`config.mk`:
```
export PLATFORM = sky130hd
export DESIGN_NAME = imm_decode_pipe_flat
export DESIGN_NICKNAME = d
export VERILOG_FILES = /design/src/rtl/imm_decode_pipe_if.sv /design/src/rtl/imm_decode_pipe.sv /design/src/flat_wrapper.sv
export SDC_FILE = /design/constraint.sdc
export NUM_CORES = 1
export LEC_CHECK = 0
export ABC_CLOCK_PERIOD_IN_PS = 5440
export CORE_ASPECT_RATIO = 0.75
export CORE_UTILIZATION = 45
export CTS_CLUSTER_SIZE = 16
export DETAILED_ROUTE_END_ITERATION = 16
export HOLD_SLACK_MARGIN = 0.06
export PLACE_DENSITY = 0.72
export SYNTH_ARGS = -nofsm -noshare
export SYNTH_HDL_FRONTEND = slang
export SYNTH_SLANG_ARGS = --single-unit
```
`constraint.sdc`:
```
create_clock -name clk -period 5.44 [get_ports clk]
set_input_delay 1.088 -clock clk [delete_from_list [all_inputs] [get_ports clk]]
set_output_delay 1.088 -clock clk [all_outputs]
set_load 0.005 [all_outputs]
```
`src/rtl/imm_decode_pipe_if.sv`:
```
// Instruction-in / immediate-out handshake bundle for imm_decode_pipe.
// The slave side is the decoder and the master side is the producer/consumer.
`timescale 1ns/1ps
interface imm_decode_pipe_if #(
   parameter int XLEN = 32
);
   logic            in_valid;
   logic            in_ready;
   logic [31:0]     inst;
   logic [2:0]      sel_i;
   logic            out_valid;
   logic            out_ready;
   logic [XLEN-1:0] imm;
   logic [2:0]      imm_type;
   logic            illegal;
   logic [15:0]     illegal_cnt;

   modport slave (
      input  in_valid, inst, sel_i, out_ready,
      output in_ready, out_valid, imm, imm_type, illegal, illegal_cnt
   );
   modport master (
      output in_valid, inst, sel_i, out_ready,
      input  in_ready, out_valid, imm, imm_type, illegal, illegal_cnt
   );
endinterface

```
`src/rtl/imm_decode_pipe.sv`:
```
// RISC-V immediate decoder: a combinational decode feeds a DEPTH-entry FIFO,
// so a result appears at the head one cycle after the instruction is accepted.
`timescale 1ns/1ps
module imm_decode_pipe #(
   parameter int XLEN        = 32,
   parameter int DEPTH       = 2,
   parameter int AUTO_DECODE = 1
) (
   input logic           clk,
   input logic           rst_n,
   imm_decode_pipe_if.slave bus
);
   localparam int PW = (DEPTH > 1) ? $clog2(DEPTH) : 1;
   localparam int CW = $clog2(DEPTH + 1);

   localparam logic [2:0] SEL_I = 3'd0;
   localparam logic [2:0] SEL_S = 3'd1;
   localparam logic [2:0] SEL_B = 3'd2;
   localparam logic [2:0] SEL_U = 3'd3;
   localparam logic [2:0] SEL_J = 3'd4;
   localparam logic [2:0] SEL_Z = 3'd5;
   localparam logic [2:0] SEL_N = 3'd6;
   localparam logic [2:0] SEL_X = 3'd7;

   typedef struct packed {
      logic [XLEN-1:0] imm;
      logic [2:0]      typ;
      logic            ill;
   } ent_t;

   logic [31:0]   i;
   logic [2:0]    sel;
   logic [31:0]   raw;
   ent_t          new_ent;
   ent_t          mem [DEPTH];
   logic [PW-1:0] wr_ptr, rd_ptr;
   logic [CW-1:0] count;
   logic [15:0]   ill_cnt;
   logic          push, pop;

   assign i = bus.inst;

   always_comb begin
      sel = bus.sel_i;
      if (AUTO_DECODE != 0) begin
         case (i[6:0])
            7'b0010011, 7'b0000011, 7'b1100111: sel = SEL_I;
            7'b0011011: sel = (XLEN == 64) ? SEL_I : SEL_X;
            7'b1110011: sel = i[14] ? SEL_Z : SEL_I;
            7'b0100011: sel = SEL_S;
            7'b1100011: sel = SEL_B;
            7'b0110111, 7'b0010111: sel = SEL_U;
            7'b1101111: sel = SEL_J;
            7'b0110011: sel = SEL_N;
            7'b0111011: sel = (XLEN == 64) ? SEL_N : SEL_X;
            default:    sel = SEL_X;
         endcase
      end
   end

   // Every format is built as a 32-bit value and then sign-extended to XLEN;
   // Z stays positive because its top bits are zero.
   always_comb begin
      raw         = '0;
      new_ent     = '0;
      new_ent.typ = sel;
      case (sel)
         SEL_I:   raw = {{20{i[31]}}, i[31:20]};
         SEL_S:   raw = {{20{i[31]}}, i[31:25], i[11:7]};
         SEL_B:   raw = {{19{i[31]}}, i[31], i[7], i[30:25], i[11:8], 1'b0};
         SEL_U:   raw = {i[31:12], 12'b0};
         SEL_J:   raw = {{11{i[31]}}, i[31], i[19:12], i[20], i[30:21], 1'b0};
         SEL_Z:   raw = {27'b0, i[19:15]};
         SEL_N:   raw = '0;
         default: new_ent.ill = 1'b1;
      endcase
      new_ent.imm = XLEN'($signed(raw));
   end

   function automatic logic [PW-1:0] nxt(input logic [PW-1:0] p);
      return (p == PW'(DEPTH - 1)) ? '0 : p + 1'b1;
   endfunction

   assign bus.in_ready  = (count < CW'(DEPTH));
   assign bus.out_valid = (count != '0);
   assign push = bus.in_valid && bus.in_ready && rst_n;
   assign pop  = bus.out_valid && bus.out_ready;

   always_ff @(posedge clk) begin
      if (push) mem[wr_ptr] <= new_ent;
   end

   always_ff @(posedge clk or negedge rst_n) begin
      if (!rst_n) begin
         wr_ptr  <= '0;
         rd_ptr  <= '0;
         count   <= '0;
         ill_cnt <= '0;
      end else begin
         if (push) wr_ptr <= nxt(wr_ptr);
         if (pop)  rd_ptr <= nxt(rd_ptr);
         case ({push, pop})
            2'b10:   count <= count + 1'b1;
            2'b01:   count <= count - 1'b1;
            default: count <= count;
         endcase
         if (push && new_ent.ill && ill_cnt != 16'hFFFF) ill_cnt <= ill_cnt + 1'b1;
      end
   end

   // Head fields are forced to zero whenever the FIFO is empty.
   assign bus.imm         = bus.out_valid ? mem[rd_ptr].imm : '0;
   assign bus.imm_type    = bus.out_valid ? mem[rd_ptr].typ : '0;
   assign bus.illegal     = bus.out_valid ? mem[rd_ptr].ill : 1'b0;
   assign bus.illegal_cnt = ill_cnt;
endmodule

```
`src/flat_wrapper.sv`:
```
// flat-port wrapper written by rule: the top's interface ports become plain ports
module imm_decode_pipe_flat 
#(
   parameter int XLEN        = 32,
   parameter int DEPTH       = 2,
   parameter int AUTO_DECODE = 1
)
  (clk, rst_n, bus_in_valid, bus_inst, bus_sel_i, bus_out_ready, bus_in_ready, bus_out_valid, bus_imm, bus_imm_type, bus_illegal, bus_illegal_cnt);
  imm_decode_pipe_if #(.XLEN(XLEN)) bus_i ();
  input logic clk;
  input logic rst_n;
  input wire logic [$bits(bus_i.in_valid)-1:0] bus_in_valid;
  input wire logic [$bits(bus_i.inst)-1:0] bus_inst;
  input wire logic [$bits(bus_i.sel_i)-1:0] bus_sel_i;
  input wire logic [$bits(bus_i.out_ready)-1:0] bus_out_ready;
  output wire logic [$bits(bus_i.in_ready)-1:0] bus_in_ready;
  output wire logic [$bits(bus_i.out_valid)-1:0] bus_out_valid;
  output wire logic [$bits(bus_i.imm)-1:0] bus_imm;
  output wire logic [$bits(bus_i.imm_type)-1:0] bus_imm_type;
  output wire logic [$bits(bus_i.illegal)-1:0] bus_illegal;
  output wire logic [$bits(bus_i.illegal_cnt)-1:0] bus_illegal_cnt;
  assign bus_i.in_valid = bus_in_valid;
  assign bus_i.inst = bus_inst;
  assign bus_i.sel_i = bus_sel_i;
  assign bus_i.out_ready = bus_out_ready;
  assign bus_in_ready = bus_i.in_ready;
  assign bus_out_valid = bus_i.out_valid;
  assign bus_imm = bus_i.imm;
  assign bus_imm_type = bus_i.imm_type;
  assign bus_illegal = bus_i.illegal;
  assign bus_illegal_cnt = bus_i.illegal_cnt;
  imm_decode_pipe #(.XLEN(XLEN), .DEPTH(DEPTH), .AUTO_DECODE(AUTO_DECODE)) u_core (.clk(clk), .rst_n(rst_n), .bus(bus_i));
endmodule
```
==> metrics, run 1 <==
vias in the first global route=2852; Die Wd=115 um; hold buffers post-CTS=0; Power, Total=2.42 mW; HP Class=reg2reg; fin nets=461; Synthesized Nets=375; Hold Vio Cnt, Final=0; GRT Overall Usage=0.198; Final GP Congestion=0.823; DPL Wire Length=6370 um; met1 wire length=~4200 um; Clk Latency, worst-skew pair=approximately 0.33 ns; Die Ht=86.7 um; drt pass-1 iters=5; Post-synth EDFFs=roughly 70; status=finished clean; # rows=30; Leak=roughly 2.3 nW; Synth Instances=between 300 and 400; Cell Area, Synth=4310 um2; Synth Register Bits=between 90 and 100; GRT overflow=0; Reg clk slew, reported paths=~0.06 ns; postcts setup bufs=0; min Tclk post-route=around 3.5 ns; initial antenna violation count=0; Worst R2R Start=u_core.count[1]; Max IR drop VDD=approximately 0.32 mV; core area=9160 um2; RSZ-0062 raised after global routing=false; reg2reg end=u_core.mem[1][19]; R2R cell count=3; Hold Path Stages=1; P&R area growth vs syn=31.5%; Endpoint, Worst Hold=u_core.bus.illegal_cnt[5]; Top Metal Used=met4; fmax=288 MHz; Worst Path Required=4.35 ns; largest net degree at the start of global routing=38; final setup vio count=0; Worst setup EP type=output port; final clock skew=0.00479 ns; Max Slew Vio Count=0; global-route wire length before repair=14800 um; Routed WL=9290 um; metal2 WL=between 4000 and 5000 um; max-capacitance violation count=0; antenna-violating nets left=0; Tcrit/Tclk final=0.638; Arr. time, crit path=2.38 ns; # IOs=93; kind of critical path=reg2out; CP Launch Type=register; Hold Slack=0.516 ns; # diodes=0; Worst Tran Pin Value=about 1.1 ns; CTS Buf Count=9; Yosys cell types=48; htree depth=3; synth warn=0; synth top area cells=edfxtp_1 50%, dfrtp_1 12%, mux2i_1 8.6%, nor2_1 4.4%, a21o_1 3.3%; most used flip-flop cell after synthesis=edfxtp_1; detailed-route DRC error count=0; layout cells sized above 1=0.0776; clock root buffer=clkbuf_16; Avg Cell Area, Syn=approximately 13 um2; Avg WL per Cell=16.8 um; reg2reg setup slack=3.36 ns; Async SR Flop Fraction=0.217; CTS tree=built; total negative slack=0 ns; sequential fraction of the synthesis area=0.618; share of the synthesized area in the top cell type=0.502; crit path max fanout=37; Initial DRC Count=approximately 120; Initial Utilization=0.470; drt via density=5.28; Worst Hold Launch=u_core.bus.illegal_cnt[5]; Power Density=427 nW/um2; met3 WL=approximately 550 um; Post-CTS Resized=0; top cell type by total area after synthesis=edfxtp_1; Die Area=9970 um2; maximum clock path buffer count=2; worst rel slew slack=0.253; Vias=2921; clock sinks=92; port buffer count=89
==> worst max-delay path by stage <==
| stage | end | depth (start not counted) | startpoint |
|---|---|---|---|
| after floorplan | u_core.mem[0][0] | 2 | rst_n |
| after CTS | bus_illegal | 3 | u_core.rd_ptr |
| after global routing | bus_illegal | 3 | u_core.rd_ptr |
| after detailed placement | u_core.mem[0][4] | 6 | bus_inst[4] |
| final | bus_illegal | 3 | u_core.rd_ptr |
| after global placement | u_core.mem[0][4] | 6 | bus_inst[4] |
==> where the power goes <==
group	switching (mW)	internal, mW
registers	0.117	0.844
clock network	0.260	0.451
logic	0.292	0.453
==> metal layers <==
layer,GRT usage,up-vias
li1,-,1396
met1,0.268,1428
met2,0.326,92
met3,0.0392,5
met4,0.0543,0
met5,0,-
==> registers in the layout, indices dropped and copies added (netlist names) <==
signal	cells
u_core.rd_ptr	1
u_core.mem	72
u_core.bus.illegal_cnt	16
u_core.wr_ptr	1
u_core.count	2
==> placed cells by master, fill, tap and decap left out, drive strengths merged, types with 2 or more instances in the layout <==
cell type       n
clkdlybuf4s50  89
edfxtp         72
nor2           50
mux2i          37
dfrtp          20
a21o           19
and2           13
xnor2          12
nand4          11
and3            9
clkbuf          9
nand2           8
inv             8
xor2            7
nand2b          5
nor2b           5
nand3           5
a31oi           4
o2bb2ai         4
and4            4
bufinv          3
o21ai           3
o21bai          2
a32oi           2
ha              2
clkinvlp        2
buf             2
and4b           2
mux2            2
==> stage by stage <==
step,area [um2],std cells,utilization,setup slack (ns)
after floorplan,4310,334,-,2.20
after global placement,5320,537,0.580,1.88
after detailed placement,5320,537,0.580,1.82
after CTS,5660,553,0.618,1.91
after global routing,5660,553,0.618,1.79
final,5660,553,0.618,1.97
==> final cells by class <==
| cell class | instances | area, um2 |
|---|---|---|
| Timing Repair Buffer | 91 | 906 |
| Clock inverter | 7 | 123 |
| Tap cell | 128 | 160 |
| Inverter | 7 | 26.3 |
| Multi-Input combinational cell | 219 | 1560 |
| Sequential cell | 92 | 2660 |
| Fill cell | 766 | 3500 |
| Clock buffer | 9 | 225 |
==> critical path, stage by stage (launching register included) <==
cell and delay [ns]:
dfrtp_2 1.10, mux2i_1 0.20, nor2_1 0.21, clkdlybuf4s50_1 0.54
==> synthesized netlist by cell type, drive strengths merged (2+ instances only) <==
library cell  number
a21o              19
a31oi              4
a32oi              2
and2              13
and3               9
and4               4
and4b              2
buf                7
clkbuf             9
dfrtp             20
edfxtp            72
ha                 2
inv                7
mux2               2
mux2i             37
nand2              8
nand2b             5
nand3              5
nand4             11
nor2              50
nor2b              5
o21ai              3
o21bai             2
o2bb2ai            4
xnor2             12
xor2               7
==> logic make-up after synthesis <==
kind of cell	after synthesis	share of synthesized area
AO/OA/AOI/OAI	43	0.0770
XOR/XNOR	19	0.0386
adder cells (fa/ha/maj)	2	0.00581
buffers and inverters	23	0.0241
flip-flops	92	0.618
multiplexers	39	0.0921
AND/OR/NAND/NOR	116	0.144
Power figures use the tool's default switching activity.
==> inputs of run 2 (changes only) <==
- ABC_CLOCK_PERIOD_IN_PS: 5440 -> 3620
- clock period: 5.44 -> 3.62 ns (I/O delays scaled with it)
==> metrics, run 2 (synthesis gave the netlist of run 1 again) <==
final setup margin=0.714 ns (-1.26 ns); fin nets=467 (+1.3%); fmax=344 MHz; layout filler cell count=763 (-0.39%); commonest non-fill, non-tap cell in the layout=clkdlybuf4s50_1; Tcrit/Tclk final=0.803; detailed-route DRC error count=0 (unchanged); max FFs per register=72 (unchanged); postcts setup bufs=0 (unchanged); Avg WL per Cell=16.3 um (-2.8%); worst rel slew slack=0.526 (+0.273); clock root buffer=clkbuf_16; Clk Latency, worst-skew pair=0.34 ns (about the same); Max IR drop VDD=0.427 mV (+32%); met3 GRT Util=0.0476 (+0.00839); DPL Wire Length=6410 um (+0.63%); P&R area growth vs syn=31.8%; RSZ-0062 raised after global routing=false; final setup vio count=0 (unchanged); Die Ht=86.7 um (unchanged); gr busiest metal=met2; Max Slew Vio Count=0 (unchanged); largest net degree at the start of global routing=37 (-2.6%); Leak=2.34 nW (+0.65%); htree depth=3 (unchanged); hold buffers post-CTS=0 (unchanged); CTS tree=built; Top reg by flops=u_core.mem; Die Area=9970 um2 (unchanged); drt pass-1 iters=4 (-1); Initial Utilization=0.470 (unchanged); crit path max fanout=17 (-54%); kind of critical path=reg2out; vias in the first global route=2912 (+2.1%); HP Class=reg2reg; Hold Slack=0.506 ns (-0.00987 ns); Vias=2929 (+0.27%); # rows=30 (unchanged); # diodes=0 (unchanged); Worst Path Required=2.90 ns (-1.45 ns); maximum clock path buffer count=2 (unchanged); Final GP Congestion=0.813 (-1.2%); min Tclk post-route=2.91 ns; total negative slack=0 ns (unchanged); layout cells sized above 1=0.0858 (+0.00820); Worst Tran Pin Value=0.706 ns (-0.415 ns); initial antenna violation count=0 (unchanged); drt via density=5.24 (-0.80%); Die Wd=115 um (unchanged); met2 Track Usage GR=0.316 (-0.0104); port buffer count=89 (unchanged); core area=9160 um2 (unchanged); Reg clk slew, reported paths=0.06 ns (about the same); Hold Vio Cnt, Final=0 (unchanged); Power Density=625 nW/um2 (+47%); status=finished clean; Initial DRC Count=106 (-8.6%); final clock skew=0.00667 ns (+0.00188 ns); antenna-violating nets left=0 (unchanged); Power, Total=3.55 mW (+47%); global-route wire length before repair=14700 um (-0.14%); Worst setup EP type=output port; # IOs=93 (unchanged); CP Launch Type=register; dpl ws=0.871 ns (-0.948 ns); Post-CTS Resized=0 (unchanged); Arr. time, crit path=2.18 ns (-0.20 ns); GRT overflow=0 (unchanged); grt met1 use=0.263 (-0.00420); CTS Buf Count=9 (unchanged); max-capacitance violation count=0 (unchanged); most frequent cells in the layout=89 x clkdlybuf4s50_1, 72 x edfxtp_1, 47 x nor2_1, 37 x mux2i_1; clock sinks=92 (unchanged); GRT Overall Usage=0.197 (-0.000244); Routed WL=9130 um (-1.8%)
## run 2: worst max-delay path, stage by stage, from the launching register on
cell and delay (ns):
dfrtp_2 0.69, buf_4 0.33, mux2i_1 0.28, nor2_1 0.07
clkdlybuf4s50_1 0.46
## run 2: stage by stage
stage	utilization	cells	instance area [um2]
global route	0.620	559	5680
CTS	0.620	559	5680
finish	0.620	559	5680
detailed placement	0.585	543	5360
global placement	0.585	543	5360
floorplan	-	334	4310
## run 2: final cells by class
class	count	area, um2	share of cell area
Clock buffer	9	225	0.0397
Multi-Input combinational cell	219	1560	0.275
Timing Repair Buffer	97	951	0.168
Inverter	7	26.3	0.00463
Sequential cell	92	2660	0.469
Tap cell	128	160	0.0282
Clock inverter	7	91.3	0.0161
## run 2: per-layer routing
| metal | vias to the layer above | part of all wire | routed length, um |
|---|---|---|---|
| li1 | 1408 | - | - |
| met1 | 1410 | 0.45 | 4140 |
| met2 | 101 | 0.47 | 4300 |
| met3 | 10 | 0.066 | 602 |
| met4 | 0 | 0.0093 | 85 |
| met5 | - | 0 | 0 |
## run 2: final timing paths
path                                             from                          to  slack [ns]  cells after the start
setup / recovery                        u_core.rd_ptr                 bus_imm[16]        0.71                      4
hold / removal             u_core.bus.illegal_cnt[11]  u_core.bus.illegal_cnt[11]        0.51                      1
setup reg to reg                      u_core.count[1]   u_core.bus.illegal_cnt[1]        1.69                      5
hold reg to reg            u_core.bus.illegal_cnt[11]  u_core.bus.illegal_cnt[11]        0.51                      1
max in group asynchronous                       rst_n               u_core.rd_ptr        2.63                      2
min in group asynchronous                       rst_n             u_core.count[1]        0.76                      2
## run 2: power by group
part	leakage, nW	internal [mW]	switching (mW)
Sequential	0.928	1.27	0.118
Clock	0.147	0.601	0.378
Combinational	1.27	0.688	0.498
Total	2.34	2.56	0.993
